File: config.mk
export PLATFORM = sky130hd
export DESIGN_NAME = blockmem_2p_arb
export DESIGN_NICKNAME = d
export VERILOG_FILES = /design/src/rtl/blockmem_2p_arb.sv
export SDC_FILE = /design/constraint.sdc
export NUM_CORES = 1
export LEC_CHECK = 0
export CAP_MARGIN = 20
export CORE_MARGIN = 1
export CORE_UTILIZATION = 31
export CTS_CLUSTER_SIZE = 16
export DETAILED_ROUTE_END_ITERATION = 10
export HOLD_SLACK_MARGIN = 0.15
export PLACE_DENSITY = 0.71
export SLEW_MARGIN = 20
export SYNTH_ARGS = -nofsm -noshare
export SYNTH_HDL_FRONTEND = slang
export SYNTH_SLANG_ARGS = --single-unit
export TNS_END_PERCENT = 100
File: constraint.sdc
create_clock -name clk -period 2.2 [get_ports clk]
set_clock_uncertainty 0.05 [all_clocks]
set_input_delay 0.33 -clock clk [delete_from_list [all_inputs] [get_ports clk]]
set_output_delay 0.33 -clock clk [all_outputs]
set_load 0.02 [all_outputs]
File: src/rtl/blockmem_2p_arb.sv
// Two-requester arbiter in front of a simple dual-port block memory (write port A, read port B).
// Optional read-after-write stall: define BLOCKMEM_ARB_RAW_STALL_EN.
module blockmem_2p_arb #(
    parameter int G_DATAWIDTH = 32,
    parameter int G_MEMDEPTH  = 1024,
    parameter int G_BUFFER    = 1,
    parameter int G_ADDRWIDTH = $clog2(G_MEMDEPTH)
) (
    input  logic                     clk,
    input  logic                     resetn,
    input  logic [1:0]               wr_valid,
    output logic [1:0]               wr_ready,
    input  logic [2*G_ADDRWIDTH-1:0] wr_addr,
    input  logic [2*G_DATAWIDTH-1:0] wr_data,
    input  logic [1:0]               rd_valid,
    output logic [1:0]               rd_ready,
    input  logic [2*G_ADDRWIDTH-1:0] rd_addr,
    output logic [1:0]               rsp_valid,
    output logic [G_DATAWIDTH-1:0]   rsp_data,
    output logic                     mem_ena,
    output logic                     mem_wea,
    output logic [G_ADDRWIDTH-1:0]   mem_addra,
    output logic [G_DATAWIDTH-1:0]   mem_dina,
    output logic                     mem_enb,
    output logic [G_ADDRWIDTH-1:0]   mem_addrb,
    input  logic [G_DATAWIDTH-1:0]   mem_doutb
);

    // Read data leaves the memory G_BUFFER+2 cycles after the read handshake.
    localparam int DEPTH = G_BUFFER + 2;

    // 'last' holds the requester granted most recently; the other one wins a tie.
    function automatic logic [1:0] rr_grant(input logic [1:0] req, input logic last);
        logic [1:0] g;
        if (req == 2'b11)
            g = last ? 2'b01 : 2'b10;
        else
            g = req;
        return g;
    endfunction

    logic                   wr_last;
    logic                   rd_last;
    logic [1:0]             wr_gnt;
    logic [1:0]             rd_gnt;
    logic [1:0]             rd_req;
    logic                   wr_hs;
    logic                   rd_hs;
    logic                   wr_sel;
    logic                   rd_sel;
    logic [G_ADDRWIDTH-1:0] wr_addr_sel;
    logic [G_DATAWIDTH-1:0] wr_data_sel;
    logic [G_ADDRWIDTH-1:0] rd_addr0;
    logic [G_ADDRWIDTH-1:0] rd_addr1;
    logic [G_ADDRWIDTH-1:0] rd_addr_sel;
    logic [DEPTH-1:0]       id_vld_p;
    logic [DEPTH-1:0]       id_p;
    logic [G_DATAWIDTH-1:0] rsp_hold;

    assign rd_addr0 = rd_addr[G_ADDRWIDTH-1:0];
    assign rd_addr1 = rd_addr[2*G_ADDRWIDTH-1:G_ADDRWIDTH];

    assign wr_gnt      = rr_grant(wr_valid, wr_last);
    assign wr_ready    = resetn ? wr_gnt : 2'b00;
    assign wr_hs       = |wr_ready;
    assign wr_sel      = wr_gnt[1];
    assign wr_addr_sel = wr_sel ? wr_addr[2*G_ADDRWIDTH-1:G_ADDRWIDTH] : wr_addr[G_ADDRWIDTH-1:0];
    assign wr_data_sel = wr_sel ? wr_data[2*G_DATAWIDTH-1:G_DATAWIDTH] : wr_data[G_DATAWIDTH-1:0];

`ifdef BLOCKMEM_ARB_RAW_STALL_EN
    // A read colliding with a write not yet committed to the array is held off.
    logic [1:0] raw_hit;
    always_comb begin
        raw_hit    = 2'b00;
        raw_hit[0] = (wr_hs && (rd_addr0 == wr_addr_sel)) || (mem_ena && (rd_addr0 == mem_addra));
        raw_hit[1] = (wr_hs && (rd_addr1 == wr_addr_sel)) || (mem_ena && (rd_addr1 == mem_addra));
    end
    assign rd_req = rd_valid & ~raw_hit;
`else
    assign rd_req = rd_valid;
`endif

    assign rd_gnt      = rr_grant(rd_req, rd_last);
    assign rd_ready    = resetn ? rd_gnt : 2'b00;
    assign rd_hs       = |rd_ready;
    assign rd_sel      = rd_gnt[1];
    assign rd_addr_sel = rd_sel ? rd_addr1 : rd_addr0;

    // ---- stage p0: arbitration result registered onto the memory ports ----
    always_ff @(posedge clk or negedge resetn) begin
        if (!resetn) begin
            wr_last   <= 1'b1;
            rd_last   <= 1'b1;
            mem_ena   <= 1'b0;
            mem_addra <= '0;
            mem_dina  <= '0;
            mem_enb   <= 1'b0;
            mem_addrb <= '0;
        end else begin
            mem_ena <= wr_hs;
            mem_enb <= rd_hs;
            if (wr_hs) begin
                wr_last   <= wr_sel;
                mem_addra <= wr_addr_sel;
                mem_dina  <= wr_data_sel;
            end
            if (rd_hs) begin
                rd_last   <= rd_sel;
                mem_addrb <= rd_addr_sel;
            end
        end
    end

    assign mem_wea = mem_ena;

    // ---- stages p0..p(DEPTH-1): requester-ID pipeline tracking reads in flight ----
    always_ff @(posedge clk or negedge resetn) begin
        if (!resetn) begin
            id_vld_p <= '0;
            id_p     <= '0;
            rsp_hold <= '0;
        end else begin
            id_vld_p <= {id_vld_p[DEPTH-2:0], rd_hs};
            id_p     <= {id_p[DEPTH-2:0], rd_sel};
            if (id_vld_p[DEPTH-1])
                rsp_hold <= mem_doutb;
        end
    end

    // ---- response: memory data passes straight through while valid, held otherwise ----
    assign rsp_valid = id_vld_p[DEPTH-1] ? (id_p[DEPTH-1] ? 2'b10 : 2'b01) : 2'b00;
    assign rsp_data  = id_vld_p[DEPTH-1] ? mem_doutb : rsp_hold;

endmodule
==> results of run 1 <==
[metrics by stage]
stage | setup WS, ns | util [%] | hold WS (ns)
global route | 0.0252 | 54.8 | 0.201
detailed placement | -0.0826 | 52.4 | 0.139
floorplan | 0.750 | - | -0.0156
finish | 0.0612 | 54.8 | 0.159
global placement | -0.0668 | 52.4 | 0.136
CTS | 0.0580 | 54.8 | 0.179
[path summary, 6_finish.rpt]
kind	to	start	slack, ns
max	wr_ready[1]	wr_valid[0]	0.06
min	mem_addra[5]$_DFFE_PN0P_	resetn	0.16
max reg2reg	mem_dina[26]$_DFFE_PN0P_	wr_last$_DFFE_PN1P_	0.68
min reg2reg	id_vld_p[2]$_DFF_PN0_	id_vld_p[1]$_DFF_PN0_	0.30
max in group asynchronous	rsp_hold[4]$_DFF_PN0_	resetn	0.97
min in group clk	rd_last$_DFFE_PN1P_	resetn	0.19
[routing by layer]
layer,up-vias,GRT usage [%],share of wire [%]
met3,20,4.69,7.9
met5,-,0,0
met1,1685,20.5,41
met4,0,7.45,2.2
li1,1734,-,-
met2,145,30.5,49
[worst register-to-register path, cell delays in order, from the launching register on]
cell and delay [ns]:
dfstp_2 0.60, a21bo_1 0.15, buf_4 0.32, nand2_1 0.13, a31oi_1 0.19
[kinds of logic after synthesis]
kind of cell	share of synthesized area, %
buffers and inverters	5.59
and+or+nand+nor	15.7
AOI/OAI and AO/OA	10.5
muxes	9.14
DFF	59.1
[cell type report]
class,instances,area (sq um),area share [%]
Timing Repair Buffer,247,2430,36.3
Clock buffer,10,239,3.57
Inverter,3,11.3,0.168
Clock inverter,6,86.3,1.29
Sequential cell,93,2330,34.8
Multi-Input combinational cell,257,1390,20.8
Tap cell,168,210,3.14
[placed cells by master (no fill, tap or decap), drive strengths merged, types with 3 or more instances in the layout]
cell type,n
clkdlybuf4s50,198
dlygate4sd2,33
and2,3
a21oi,4
buf,13
dfrtp,91
inv,3
clkinv,3
clkbuf,10
mux2,32
nor2,52
a31oi,54
nand2,106
[state kept, by name, summed over array words and instances (netlist names)]
register / cells
mem_addra: 10
rsp_hold: 32
mem_ena: 1
id_vld_p: 3
mem_dina: 32
rd_last: 1
mem_addrb: 10
id_p: 3
wr_last: 1
[where the power goes]
group | switching [mW] | internal (mW)
Sequential | 0.109 | 1.95
Clock | 0.652 | 1.02
Combinational | 0.744 | 0.764
Total | 1.50 | 3.74
[what timing repair did]
action / 4_1_cts / 5_1_grt
endpoints found under the hold margin: 6 / 0
pin swaps: 0 / 0
gates resized for setup: 33 / 2
setup endpoints to repair: 33 / 2
cloned: 0 / 0
hold buffers: 1 / 0
==> flow_summary.json, run 1 <==
{
  "synth.distinct_cells": 19,
  "clock_path_buffers": 2,
  "p_per_area_nw_per_um2": 784,
  "crit_cells": 4,
  "vias_per_cell": 4.57,
  "path_clk_slew_ns": 0.07,
  "fin_crit_sh_pct": 97.2,
  "cts_made_buffers": 9,
  "die_x_microns": 115,
  "grt_max_degree": 86,
  "io_buffer_count": 234,
  "status": "completed",
  "num_rows": 40,
  "ir_drop_mv": 0.361,
  "drtPass1Iterations": 4,
  "clk_latency_ns": 0.34,
  "synth_top_area_share_pct": 57.8,
  "min_path_type": "primary input to asynchronous set/reset pin",
  "area_growth_pct": 69.9,
  "rsz0062_at_grt": "false",
  "syn_avg_cell_area_sq_um": 10.3,
  "yosysSeqAreaShare_pct": 59.1,
  "hold_viol": 0,
  "synth_fp_nets": 523,
  "final-instance-count-excl-fill": 784,
  "grt_pass1_vias": 3530,
  "endpoint_kind": "primary output",
  "synth_most_common_cell": "nand2_1",
  "worstPathRequired_ns": 1.82,
  "slew_violations": 0,
  "design_area_sq_um": 6700,
  "worst_pin_slew_ns": 0.689,
  "ys.flop_type": "dfrtp_1",
  "critPathKind": "primary input to primary output",
  "ys_warn_count": 0,
  "wl_per_cell_microns": 14.8,
  "cts_sinks": 93,
  "antenna_found_initial": 0,
  "dieArea_sq_um": 13200,
  "dieHeight_microns": 115,
  "finalSetupViolCount": 0,
  "hpwl_mm": 8.43,
  "syn_area_sq_um": 3940,
  "grt_pass1_wl_mm": 17.8,
  "drc_errors": 0,
  "synthTopCellsByArea": "dfrtp_1, nand2_1, mux2_2",
  "crit_slowest_cell": "clkdlybuf4s50_1",
  "fillers": 1138,
  "grt.overflow.total": 0,
  "start_util_pct": 32.3,
  "p_leak_nw": 2.87,
  "path_cells": "clkdlybuf4s50_1 > a21boi_4 > and2_1 > clkdlybuf4s50_1",
  "synth_enable_flop_cells": 0,
  "crit_path_max_fanout": 5,
  "synth_top_cell_by_area": "dfrtp_1",
  "fin_nets": 753,
  "dp.cells": 767,
  "fmax_ghz": 0.468,
  "reg2reg_depth": 4,
  "start_kind": "primary input",
  "synth.top_cells.by_count": "nand2_1, dfrtp_1, a31oi_1",
  "drive_above_1_share_pct": 10.9,
  "drt_wl_total_mm": 11.6,
  "diodes": 0,
  "cpPeakStageDelay_ns": 0.59,
  "dpl_cell_area_sq_um": 6400,
  "ios": 235,
  "total_power_mw": 5.25,
  "yosys_register_bits": 93,
  "cts-root-buf": "clkbuf_16",
  "period_needed_ns": 2.14,
  "tritoncts": "done",
  "cts_setup_buffers": 0,
  "htreeDepth": 3,
  "first_iter_violations": 177,
  "fp.coreArea_sq_um": 12200,
  "place.gp.congestion": 0.727,
  "ant_nets": 0,
  "worst_path_dominant_cell_family": "buffers and inverters",
  "crit_top_cell": "clkdlybuf4s50_1",
  "route.vias.total": 3584,
  "setup_tns_ns": 0,
  "critPathBufInv": 2,
  "synth_cells": 381,
  "grt_usage_pct": 17.6,
  "maxSlewHeadroom_pct": 54.1,
  "drv_cap": 0,
  "arrival_ns": 1.76,
  "synth-async-reset-ratio_pct": 100
}
Note: power is estimated with default switching activity, not from simulation.
==> inputs of run 2 (changes only) <==
- CORE_MARGIN: 1 -> 5
==> flow_summary.json, run 2 (same netlist as run 1, synthesis figures left out) <==
{
  "status": "completed",
  "p_per_area_nw_per_um2": 754,
  "pre_cts_ws_ns": 0.0340,
  "ant_nets": 0,
  "fin_ws_ns": 0.0983,
  "num_rows": 41,
  "route.vias.total": 3562,
  "first_iter_violations": 225,
  "worstPathRequired_ns": 1.82,
  "area_growth_pct": 69.1,
  "fin_nets": 754,
  "cts_sinks": 93,
  "antenna_found_initial": 0,
  "min_path_type": "primary input to register",
  "wl_per_cell_microns": 15.3,
  "period_needed_ns": 2.10,
  "start_util_pct": 31.5,
  "worst_pin_slew_ns": 0.809,
  "cts-root-buf": "clkbuf_16",
  "path_clk_slew_ns": 0.06,
  "setup_tns_ns": 0,
  "clock_path_buffers": 2,
  "fin_util_pct": 53.2,
  "tritoncts": "done",
  "design_area_sq_um": 6670,
  "crit_path_end": "wr_ready[1]",
  "arrival_ns": 1.72,
  "start_kind": "primary input",
  "dieHeight_microns": 123,
  "hp-start": "resetn",
  "grt.overflow.total": 0,
  "final-instance-count-excl-fill": 789,
  "diodes": 0,
  "io_buffer_count": 234,
  "mostFrequentLayoutCell": "clkdlybuf4s50_1",
  "r2r_setup_slack_ns": 0.68,
  "dieArea_sq_um": 15100,
  "fp.coreArea_sq_um": 12500,
  "p_leak_nw": 2.84,
  "cts_made_buffers": 9,
  "dp.cells": 772,
  "startpoint": "wr_valid[1]",
  "top_regs": "mem_dina x32, rsp_hold x32",
  "hold-worst-slack_ns": 0.168,
  "grt_max_degree": 86,
  "layout_common_cells": "clkdlybuf4s50_1, nand2_1, dfrtp_1, a31oi_1, nor2_1",
  "grt_usage_pct": 15.7,
  "htreeDepth": 3,
  "reg2reg_depth": 4,
  "fmax_ghz": 0.476,
  "drt_wl_total_mm": 12.1,
  "ios": 235,
  "endpoint_kind": "primary output",
  "drc_errors": 0,
  "clk_latency_ns": 0.32,
  "drtPass1Iterations": 4,
  "critPathKind": "primary input to primary output",
  "dpl_cell_area_sq_um": 6410,
  "ir_drop_mv": 0.307,
  "maxSlewHeadroom_pct": 46.1,
  "fin_crit_sh_pct": 95.5,
  "reg2reg_to": "mem_dina[28]$_DFFE_PN0P_",
  "drv_cap": 0,
  "vias_per_cell": 4.51,
  "hold_viol": 0,
  "slew_violations": 0,
  "grt_pass1_wl_mm": 18.8,
  "die_x_microns": 123,
  "total_power_mw": 5.02,
  "place.gp.congestion": 0.758,
  "finalSetupViolCount": 0,
  "timing.rr.start": "wr_last$_DFFE_PN1P_",
  "grt_pass1_vias": 3789,
  "drive_above_1_share_pct": 10.7,
  "hpwl_mm": 9.26,
  "fillers": 1153,
  "rsz0062_at_grt": "false",
  "crit_path_max_fanout": 2
}
[run 2: cell types whose count changed in the layout (fill, tap and decap cells not counted), sizes merged]
cell / before / now
clkbuf: 10 / 13
bufinv: 2 / 0
dlygate4sd2: 33 / 32
clkinvlp: 1 / 2
buf: 13 / 14
clkinv: 3 / 1
clkdlybuf4s50: 198 / 199
[run 2: area by class of cell]
class,instances,area [sq um],share of cell area (%)
clock buffer,13,260,3.90
clock inverter,3,20.0,0.300
timing repair buffer,248,2440,36.6
tap,172,215,3.23
sequential,93,2330,35.0
multi-input combinational,257,1390,20.9
inverter,3,11.3,0.169
[run 2: worst min path at each step]
stage                             to  slack [ns]  depth (start not counted)
3_3_place_gp       id_p[1]$_DFF_PN0_        0.29                          0
4_1_cts          rd_last$_DFFE_PN1P_        0.15                          2
6_report         rd_last$_DFFE_PN1P_        0.17                          2
5_1_grt          rd_last$_DFFE_PN1P_        0.17                          2
3_5_place_dp   id_vld_p[2]$_DFF_PN0_        0.29                          0
2_1_floorplan      id_p[0]$_DFF_PN0_       -0.02                          0
[run 2: critical path: stages]
cell and delay [ns]:
clkdlybuf4s50_1 0.48, a21boi_4 0.17, and2_1 0.13, clkdlybuf4s50_1 0.60
[run 2: repair_timing]
action | in CTS | in global routing
hold buffers | 1 | 0
gates resized for setup | 32 | 2
endpoints found under the hold margin | 28 | 0
buffers inserted | 0 | 0
setup endpoints to repair | 32 | 2
[run 2: layer usage]
metal  track usage (%)  up-vias  wire [microns]  part of all wire (%)
li1                  -     1733               -                     -
met1              18.3     1683            4820                    40
met2              27.7      136            6120                    51
met3              5.35       10            1050                   8.7
met4              3.92        0             112                  0.93
met5                 0        -               0                     0
[run 2: report_power, final]
part           switching [mW]  internal [mW]  total [mW]
logic                   0.752          0.766        1.52
registers               0.112           1.95        2.07
clock network           0.611          0.827        1.44
